==> src/rtl/regfile_writeback_queue_pkg.sv <==
// Shared widths for the register-file write path.
// WB_DEPTH sets the default writeback queue depth.
// No logic lives here.
package regfile_writeback_queue_pkg;
    localparam int DATA_LEN     = 32;
    localparam int REG_ADDR_LEN = 5;
    localparam int WB_DEPTH     = 4;
endpackage

==> src/rtl/regfile_writeback_queue.sv <==
// Buffers result writes and drains one per cycle into the register file; forwarding built only with WB_FORWARD_EN.
// Latency: accept at edge N into an empty queue -> rf_we high after edge N+1.
// Backpressure: in_ready drops only when all DEPTH entries are occupied.
module regfile_writeback_queue
    import regfile_writeback_queue_pkg::*;
#(
    parameter int DEPTH  = WB_DEPTH,
    parameter int DATA_W = DATA_LEN,
    parameter int ADDR_W = REG_ADDR_LEN
) (
    input  logic                       clk,
    input  logic                       rst,
    input  logic                       in_valid,
    output logic                       in_ready,
    input  logic [ADDR_W-1:0]          in_waddr,
    input  logic [DATA_W-1:0]          in_wdata,
    output logic                       rf_we,
    output logic [ADDR_W-1:0]          rf_waddr,
    output logic [DATA_W-1:0]          rf_wdata,
    input  logic [ADDR_W-1:0]          fwd_raddr1,
    output logic                       fwd_hit1,
    output logic [DATA_W-1:0]          fwd_data1,
    input  logic [ADDR_W-1:0]          fwd_raddr2,
    output logic                       fwd_hit2,
    output logic [DATA_W-1:0]          fwd_data2,
    output logic                       busy,
    output logic [$clog2(DEPTH):0]     count
);
    localparam int PTR_W = $clog2(DEPTH);
    localparam int CNT_W = PTR_W + 1;

    logic [ADDR_W-1:0] mem_addr [DEPTH];
    logic [DATA_W-1:0] mem_data [DEPTH];
    logic [PTR_W-1:0]  rd_ptr;
    logic [PTR_W-1:0]  wr_ptr;
    logic              push;
    logic              pop;

    assign in_ready = (count != CNT_W'(DEPTH));
    // Writes to x0 complete the handshake but never occupy a slot.
    assign push     = in_valid && in_ready && (in_waddr != '0);
    assign pop      = (count != '0);
    assign busy     = pop || rf_we;

    always_ff @(posedge clk or posedge rst) begin
        if (rst) begin
            rd_ptr   <= '0;
            wr_ptr   <= '0;
            count    <= '0;
            rf_we    <= 1'b0;
            rf_waddr <= '0;
            rf_wdata <= '0;
        end else begin
            rf_we <= pop;
            if (push) begin
                wr_ptr <= wr_ptr + 1'b1;
            end
            if (pop) begin
                rd_ptr   <= rd_ptr + 1'b1;
                rf_waddr <= mem_addr[rd_ptr];
                rf_wdata <= mem_data[rd_ptr];
            end
            if (push && !pop) begin
                count <= count + 1'b1;
            end else if (!push && pop) begin
                count <= count - 1'b1;
            end
        end
    end

    always_ff @(posedge clk) begin
        if (push) begin
            mem_addr[wr_ptr] <= in_waddr;
            mem_data[wr_ptr] <= in_wdata;
        end
    end

`ifdef WB_FORWARD_EN
    // Scan oldest to youngest so the last match (tail side) wins; output stage is oldest.
    function automatic logic [DATA_W:0] lookup(input logic [ADDR_W-1:0] raddr);
        logic [DATA_W:0]  res;
        logic [PTR_W-1:0] idx;
        res = '0;
        if (raddr != '0) begin
            if (rf_we && (rf_waddr == raddr)) begin
                res = {1'b1, rf_wdata};
            end
            for (int i = 0; i < DEPTH; i++) begin
                idx = rd_ptr + PTR_W'(i);
                if ((CNT_W'(i) < count) && (mem_addr[idx] == raddr)) begin
                    res = {1'b1, mem_data[idx]};
                end
            end
        end
        return res;
    endfunction

    logic [DATA_W:0] fwd1;
    logic [DATA_W:0] fwd2;

    always_comb begin
        fwd1 = lookup(fwd_raddr1);
        fwd2 = lookup(fwd_raddr2);
    end

    assign {fwd_hit1, fwd_data1} = fwd1;
    assign {fwd_hit2, fwd_data2} = fwd2;
`else
    logic unused_fwd_raddr;
    assign unused_fwd_raddr = ^{fwd_raddr1, fwd_raddr2};
    assign fwd_hit1  = 1'b0;
    assign fwd_data1 = '0;
    assign fwd_hit2  = 1'b0;
    assign fwd_data2 = '0;
`endif

endmodule
==> config.mk <==
export PLATFORM = sky130hd
export DESIGN_NAME = regfile_writeback_queue
export DESIGN_NICKNAME = d
export VERILOG_FILES = /design/src/rtl/regfile_writeback_queue_pkg.sv /design/src/rtl/regfile_writeback_queue.sv
export SDC_FILE = /design/constraint.sdc
export NUM_CORES = 1
export LEC_CHECK = 0
export CORE_ASPECT_RATIO = 1.1
export CORE_MARGIN = 3
export CORE_UTILIZATION = 51
export CTS_CLUSTER_SIZE = 12
export DETAILED_ROUTE_END_ITERATION = 12
export PLACE_DENSITY = 0.89
export SLEW_MARGIN = 5
export SYNTH_ARGS = -nofsm -noshare
export SYNTH_HDL_FRONTEND = slang
export SYNTH_SLANG_ARGS = --single-unit
==> constraint.sdc <==
create_clock -name clk -period 5.3 [get_ports clk]
set_clock_uncertainty 0.2 [all_clocks]
set_input_delay 0.795 -clock clk [delete_from_list [all_inputs] [get_ports clk]]
set_output_delay 0.795 -clock clk [all_outputs]
set_load 0.02 [all_outputs]
[Word-level counts from Yosys, hierarchy flattened]
Memories as Yosys holds them, arrays and structs flattened. A register that Yosys moved wholly into a read port is not among the register bits.
Cells that the tools add are included.
Widths: inputs -> output; s select.
Operators by class
  add/subtract/negate cells: 4
  $mul: 0
  div/mod/pow operators: 0
  magnitude comparators: 0
  eq/ne operators: 1
  shift operators: 0
  mux-type cells: 4
  bitwise gates (word level): 0
  reductions and logical operators: 10
Operator list (count)
  $mux 3: 2
  $reduce_bool 5->1: 1
  $add 2x1->2 const B: 2
  $logic_and 1x1->1: 4
  $add 3x1->3 const B: 1
  $ne 3x3->1 const B: 1
  $reduce_bool 3->1: 1
  $sub 3x1->3 const B: 1
  $logic_not 1->1: 2
  $mux 1: 2
  $reduce_bool 2->1: 1
  $logic_or 1x1->1: 1
Word-level totals
  bits in registers: 8
  latch bits: 0
  RAM bits: 148
  bits in read-only memories: 0
  input port bits: 50
  output and inout port bits: 109
  word-level logic and storage cells: 25
  memories: 2
Memory list
  mem_data: words 4, bits a word 32, rd ports 1, clocked after Yosys merged registers in 1, wr ports 1, RTL line regfile_writeback_queue.sv:33  | logic [DATA_W-1:0] mem_data [DEPTH];
  mem_addr: words 4, bits a word 5, rd ports 1, clocked after Yosys merged registers in 1, wr ports 1, RTL line regfile_writeback_queue.sv:32  | logic [ADDR_W-1:0] mem_addr [DEPTH];

[Longest topological paths before layout]
Gate-level depths: netlist of the first run.
  depth after elaboration: 7
  gate-level depth with buffers: 6
  mapped depth without buffers: 6

[Worst setup path before layout of the first run]
OpenSTA, ideal clock, no wires.
  kind: input to register
  start: input in_waddr[0]
  end: register count[2]
  setup time: 0.080 ns
  data arrival time: 2.395 ns
  data required time: 5.020 ns
  setup slack: 2.625 ns
  stages on the path: 6
  path through: or4_4 > o211a_4 > ha_1 > or3_1 > a21oi_1 > xor2_1
Between the ends
  longest elaborated chain between the ends: 5
Ends and longest elaborated chain
  from (decl): RTL line regfile_writeback_queue.sv:15  | input logic [ADDR_W-1:0] in_waddr,
  $reduce_bool 5->1 *: RTL line regfile_writeback_queue.sv:41  | assign push = in_valid && in_ready && (in_waddr != '0);
  $logic_and 1x1->1 *: RTL line regfile_writeback_queue.sv:41
  net push: RTL line regfile_writeback_queue.sv:36  | logic push;
  $logic_not 1->1: RTL line regfile_writeback_queue.sv:65  | end else if (!push && pop) begin
  $logic_and 1x1->1: RTL line regfile_writeback_queue.sv:65
  $reduce_bool 2->1 (no line)
  to (signal assigned): RTL line regfile_writeback_queue.sv:64  | count <= count + 1'b1;
  to (signal assigned): RTL line regfile_writeback_queue.sv:66  | count <= count - 1'b1;
  to (decl): RTL line regfile_writeback_queue.sv:27  | output logic [$clog2(DEPTH):0] count
The timed path passes the listed nets; every way through them passes the cells marked *.
A chain may end at the register's enable or synchronous reset.

[Final worst setup path of the first run]
  start: register count[1]
  end: output in_ready
Between the ends
  longest elaborated chain between the ends: 1
Ends and longest elaborated chain
  $ne 3x3->1: RTL line regfile_writeback_queue.sv:39  | assign in_ready = (count != CNT_W'(DEPTH));
  to (decl): RTL line regfile_writeback_queue.sv:14  | output logic in_ready,
No other way between the ends.

==> summary.md, run 1 <==
In this run the power spent charging and discharging nets is 1690 uW. Register clock-pin slew on the reported worst setup and hold paths: 0.07 ns. For this block, the initial DRC count from the detailed router was 193.

Once layout is complete, the cells apart from fillers number 747. The run gives 597 as the layout net count. The tightest min-delay check is of the register to register type.

The logs give 0.442 for the sequential fraction of design power and 0.526 for the initial cell density of the core. For the pin with the worst max-slew slack, the measured transition is 1.05 ns. The die covers 16,500 um^2.

The combinational group share of total power is 0.315. TritonCTS built the clock tree. The tools report the number of global-route vias before repair as 3,959.

For the detailed placement HPWL, the log shows 8010 um. After clock tree synthesis, the setup repair step added 0 buffers. The quantity of I/O buffers inserted on ports is 82, and the aggregate negative setup slack is 0 ns.

After synthesis, the cell types taking the most area are edfxtp_1, dfrtp_1, mux4_2, buf_4, nand2_1. The tools report the total of hold buffers inserted after clock tree synthesis as 0. Static timing analysis puts the maximum clock frequency at 341 MHz. Portion of synthesized cell area occupied by the leading cell type: 0.581.

The tools report the number of vias in the routed layout as 3,753. The run finished with clean final reports. The number of enable flip-flop cells after synthesis works out to 148.

Yosys printed 0 warnings. The area of the mapped netlist was 7650 um^2. In this run the mean area of a mapped cell was 16.8 um^2. Max-cap violations in this run came to 0. STA classifies the critical path startpoint as a register. The leading area contributor after synthesis was edfxtp_1. STA puts the critical path data required time at 4.30 ns. The die height was 134 um. Internal power: 3550 uW. Setup repair after global routing left no endpoint under its margin.

Counting along the longest clock path gives a buffer depth of 2. Compared with the post-synthesis result, the final layout area differs by 17.8%. The number of buffers created by CTS was 17; the post-layout total power was 5250 uW. Clock tree synthesis selected as its root buffer the cell clkbuf_16. The kind of capture point of the worst setup path is an output port. In this run the count of I/O pins placed on the die edge is 159. The tree built by TritonCTS fans out to 193 sinks. In this run the static leakage power is 0.00339 uW. The minimum period implied by the final worst setup slack works out to 2.93 ns. The share of post-route cells with drive strength above 1 was 0.150. For the all-layer global routing usage, the log shows 0.176. In the final routed layout, each cell accounts on average for 18.3 um. The switching power as a share of total power came out at 0.322. The tools report the wire length reported by the detailed router as 13,700 um. The logs give 0 for the hold violation total from the final report and 0 for the count of antenna-violating nets left after detailed routing. Entering global routing, the biggest net connects 46 pins.

After synthesis the netlist holds a flip-flop and latch count of 193. The total overflow reported by the global router was 0. The logs give 0 for the setup violation total in the final timing report and 0 for the max-slew violation count. At the end of routability-driven placement, the weighted congestion stood at 0.719. The insertion delay of the later-clocked pin in the worst-skew pair was 0.42 ns; the DRC violation count after routing was 0. The dominant register cell in the synthesized netlist is edfxtp_1.

Peak ir drop on the vdd network: 550 uV. The number of antenna violations at the first check in global routing was 1; the first-pass iteration count of the detailed router was 4. The number of distinct library cell variants in the gate-level netlist after synthesis was 24; the post-synthesis cell count was 455. For the fraction of the yosys area taken by sequential cells, the log shows 0.728. At the worst endpoint, the arrival time is 1.93 ns. The area of the core was 14,600 um^2.

The tools report the clock group share of total power as 0.243. The final clock period utilization by the worst path was 0.553. The H-tree was split into 4 levels. The worst slew margin relative to its limit is 0.299. The start-to-end type of the worst setup path is register to output port. The number of instances resized during post-cts repair was 0; the power density over the cells was 582 nW/um^2.

First-pass GRT wire length: 21,400 um. Of all nets on the critical path, the largest fanout is 6. The number of placed instances, taps included, is 715. Using the TritonRoute via totals, the vias-per-cell ratio works out to 5.02. The number of core rows was 46. The width of the die was 123 um; the antenna diode instance count was 0.

The proportion of register bits with asynchronous set or reset after synthesis works out to 0.233.
synth_stat cells, drive strengths merged, types with 3 or more instances:
cell      n
edfxtp  148
nand2   112
dfrtp    45
xnor2     4
xor2      3
ha        5
buf      74
clkbuf    8
and2      4
mux4     37
inv       4
cells by family (layout without fill, tap and decap cells):
group	count (synthesis)	after routing	synth area share
flops	193	193	0.728
other cells	1	66	0.000490
fa+ha+maj	5	5	0.00817
simple gates	122	122	0.0649
xor+xnor	7	7	0.00801
mux	38	38	0.111
compound gates	3	3	0.00360
buf+inv	86	121	0.0763
metrics by stage:
step	worst slack, ns	area (um^2)	hold slack [ns]	util
2_1_floorplan	2.62	7900	0.335	-
3_3_place_gp	2.03	8420	0.252	0.578
3_5_place_dp	1.99	8420	0.255	0.578
4_1_cts	2.34	9020	0.270	0.619
5_1_grt	2.33	9020	0.296	0.619
6_report	2.37	9020	0.265	0.619
layout make-up:
cell class | count | area, um^2
sequential | 193 | 5570
fill | 1029 | 5550
multi-input combinational | 241 | 1750
timing repair buffer | 85 | 843
clock buffer | 17 | 425
tap | 192 | 240
clock inverter | 15 | 169
inverter | 4 | 15.0
power groups by stage:
stage | sequential, uW | combinational [uW] | clock, uW
floorplan | 2420 | 976 | 0
global placement | 2330 | 1620 | 0
detailed placement | 2360 | 1670 | 0
CTS | 2330 | 1690 | 1300
global route | 2370 | 1790 | 1360
finish | 2320 | 1650 | 1280
path summary, 6_finish.rpt:
kind / startpoint / end / slack [ns] / depth (start not counted)
worst max-delay path: count[1]$_DFFE_PP0P_ / in_ready / 2.37 / 2
worst min-delay path: rf_waddr[1]$_DFFE_PP0P_ / rf_waddr[1]$_DFFE_PP0P_ / 0.26 / 2
worst max register to register: count[0]$_DFFE_PP0P_ / mem_data[2][23]$_DFFE_PP_ / 2.85 / 3
worst min register to register: rf_waddr[1]$_DFFE_PP0P_ / rf_waddr[1]$_DFFE_PP0P_ / 0.26 / 2
max in group asynchronous: rst / rd_ptr[0]$_DFFE_PP0P_ / 3.42 / 2
min in group asynchronous: rst / rf_wdata[15]$_DFFE_PP0P_ / 0.75 / 2
sequential cells by signal, summed over array words and instances, names as in the netlist:
signal and count:
count 3, mem_addr 20, mem_data 128, rd_ptr 2
rf_waddr 5, rf_wdata 32, rf_we 1, wr_ptr 2
per-layer routing:
metal | part of all wire | track usage | up-vias | routed length [um]
met5 | 0.0012 | 0 | - | 16
met4 | 0.012 | 0.0597 | 2 | 169
met3 | 0.071 | 0.0482 | 15 | 968
met2 | 0.52 | 0.302 | 165 | 7110
met1 | 0.40 | 0.217 | 1890 | 5410
li1 | - | - | 1681 | -
critical path: stages (launching register included):
cell	delay [ns]
dfrtp_1	0.48
or3b_1	0.47
clkdlybuf4s50_1	0.57
cells in the final DEF (no fill, tap or decap), drive strengths merged:
cell,instances
ha,5
edfxtp,148
bufinv,2
xnor2,4
inv,12
clkinv,3
or4,1
a21oi,1
xor2,3
mux2,1
and2,4
nand2b,1
o211a,1
buf,3
or3,1
conb,66
nand2,112
clkbuf,17
or3b,1
clkinvlp,2
clkdlybuf4s50,82
o21ai,1
mux4,37
nor3,1
dfrtp,45
nor2,1
Power figures use the tool's default switching activity.
==> run 2: changes to the inputs <==
--- a/config.mk
+++ b/config.mk
@@ -7,10 +7,10 @@
 export LEC_CHECK = 0
 export CORE_ASPECT_RATIO = 1.1
 export CORE_MARGIN = 3
-export CORE_UTILIZATION = 51
+export CORE_UTILIZATION = 46
 export CTS_CLUSTER_SIZE = 12
 export DETAILED_ROUTE_END_ITERATION = 12
-export PLACE_DENSITY = 0.89
+export PLACE_DENSITY = 0.85
 export SLEW_MARGIN = 5
 export SYNTH_ARGS = -nofsm -noshare
 export SYNTH_HDL_FRONTEND = slang
==> constraint.sdc (replaced) <==
create_clock -name clk -period 2.45 [get_ports clk]
set_clock_uncertainty 0.2 [all_clocks]
set_input_delay 0.3675 -clock clk [delete_from_list [all_inputs] [get_ports clk]]
set_output_delay 0.3675 -clock clk [all_outputs]
set_load 0.02 [all_outputs]
==> summary.md, run 2 (same netlist as run 1, synthesis figures left out) <==
Measured along the x axis, the die boundary spans 129 um. No sink is reached through more buffers than the 2 on the longest clock path. The logs give 0 for the antenna diode instance count and 0.479 for the initial cell density of the core.

The first detailed-routing pass took 5 iterations. All-layer global routing usage: 0.168. Timing analysis after detailed placement gives a worst setup slack of -0.340 ns. Leakage power total: 0.00350 uW. The top cell types in the final layout, fill and taps aside, are edfxtp_1, nand2_1, clkdlybuf4s50_1, conb_1, dfrtp_1.

At the pin with the least slew margin, the transition time is 0.765 ns. Clock-pin slew was measured on the worst setup and hold paths at 0.07 ns. The die height was 141 um. The final clock period utilization by the worst path came out at 0.961. The count of routing violations after the opening detailed-route iteration was 269; the routability congestion estimate was 0.706. Cell chosen for the clock root: clkbuf_16. During I/O placement, the number of pins put on the boundary was 159. The share of post-route cells with drive strength above 1 was 0.181; the number of antenna violations at the first check in global routing was 0. For the reported max-cap violation count, the log shows 0. TritonCTS built the clock tree. The cell with the largest stage delay on the worst path was or4_4.

The average vias per placed instance works out to 5.05. In this run the worst hold path is classified as primary input to async pin. Most flop-heavy register: mem_data. Leading cell type in the layout, fill and taps excluded: edfxtp_1. The launching element type of the critical path was a primary input. For the hold violation total from the final report, the log shows 0. The first global-routing pass estimated 22,400 um of wire. For the detailed placement HPWL, the log shows 9890 um. For this run the aggregate overflow at the end of global routing stands at 0. The max-slew violation count is 0, and the power density over the cells is 1230 nW/um^2. For this block, the routed nets add up to 14,600 um of wire. The number of placed instances, taps included was 743; the per-cell routed wire length was 18.8 um. The tools report the clock sink count as 193.

The net count of the finished layout is 618. The logs give 3,920 for the number of vias in the routed layout and 0.0961 ns for the post-route worst setup slack. Counting the fill cells in the layout gives 1,182. In the final layout, the registers with the most flip-flops are mem_data x128, rf_wdata x32, mem_addr x20.

The logs give 776 for the final standard cell count with taps included and fillers excluded and 0.43 ns for the insertion delay of the later-clocked pin in the worst-skew pair. Relative to the synthesized area, the layout overhead comes to 20.9%. Setup repair after global routing left no endpoint under its margin. The number of buffers created by CTS is 17. Data on the critical path arrives at its endpoint at 2.51 ns. In the routed design, unresolved DRC markers number 0. The run gives 16,000 um^2 as the area of the core.

Port buffering added 82 buffers. The worst-case IR drop observed on VDD is 818 uV. The die covers 18,200 um^2. The critical path in this run is classified as primary input to register. Along the worst path, the maximum fanout reaches 2. Kind of capture point of the worst setup path: a register. The completed layout was analyzed and its total power is 11,400 uW. The flow ran to the end, and the final reports show no timing, DRC or antenna violations. For this run, the slowest stage of the critical path takes 0.57 ns. The flip-flop count of the largest register after layout works out to 128. Once detail routing completed, the nets flagged for antenna violations numbered 0. The critical path goes through clkdlybuf4s50_1 > or4_4 > o211a_4 > ha_1 > or3_1 > a21oi_1 > xor2_1. Maximum achievable frequency: 425 MHz.

The H-tree was split into 4 levels. The setup violation total in the final timing report is 0. Data on the critical path is required at its endpoint by 2.60 ns.

The minimum period implied by the final worst setup slack was 2.35 ns. The worst slew margin relative to its limit was 0.489. The tools report the number of global-route vias before repair as 4,062. Entering global routing, the biggest net connects 40 pins.

The floorplan has 48 rows.
[run 2: repair_timing]
action | in CTS | in global routing
endpoints found under the setup margin | 2 | 1
buffers inserted | 1 | 0
hold buffers | 0 | 0
pin swaps | 1 | 0
cloned | 0 | 0
resized for setup | 1 | 1
[run 2: worst paths after layout]
kind,startpoint,end,slack (ns),cells after the start
max in group asynchronous,rst,rd_ptr[0]$_DFFE_PP0P_,1.42,3
setup / recovery,in_waddr[3],count[2]$_DFFE_PP0P_,0.1,7
hold / removal,rst,rf_waddr[3]$_DFFE_PP0P_,0.05,2
min in group clk,rf_wdata[23]$_DFFE_PP0P_,rf_wdata[23]$_DFFE_PP0P_,0.27,2
setup reg to reg,count[1]$_DFFE_PP0P_,count[2]$_DFFE_PP0P_,0.21,8
hold reg to reg,rf_wdata[23]$_DFFE_PP0P_,rf_wdata[23]$_DFFE_PP0P_,0.27,2
[run 2: cell type report]
class / count / area (um^2) / share of cell area
flip-flops and latches: 193 / 5570 / 0.602
multi-input cells: 241 / 1750 / 0.189
repair buffers: 106 / 1110 / 0.120
clock buffers: 17 / 425 / 0.0460
well taps: 200 / 250 / 0.0270
clock inverters: 15 / 128 / 0.0138
inverters: 4 / 15.0 / 0.00162
[run 2: stage by stage]
stage,utilization,cell area [um^2],hold slack (ns),TNS (ns)
global route,0.579,9260,0.0700,0
detailed placement,0.544,8690,0.255,-31.10
floorplan,-,7900,0.266,0
global placement,0.544,8690,0.251,-25.55
CTS,0.579,9250,0.0461,0
finish,0.579,9260,0.0461,0
[run 2: metal layers]
layer	track usage	routed length, um	up-vias
met4	0.0680	293	0
met3	0.0456	940	27
li1	-	-	1729
met5	0	0	-
met2	0.296	8020	187
met1	0.193	5330	1977
[run 2: power breakdown]
group | total, uW | switching (uW) | internal (uW)
Clock | 2570 | 1250 | 1320
Combinational | 3910 | 2020 | 1890
Sequential | 4920 | 454 | 4470
[run 2: critical path, delay by kind of cell]
kind	cells	cell delay (ns)
xor+xnor	1	0.18
compound gates	2	0.45
fa+ha+maj	1	0.20
buf+inv	1	0.44
simple gates	2	0.87
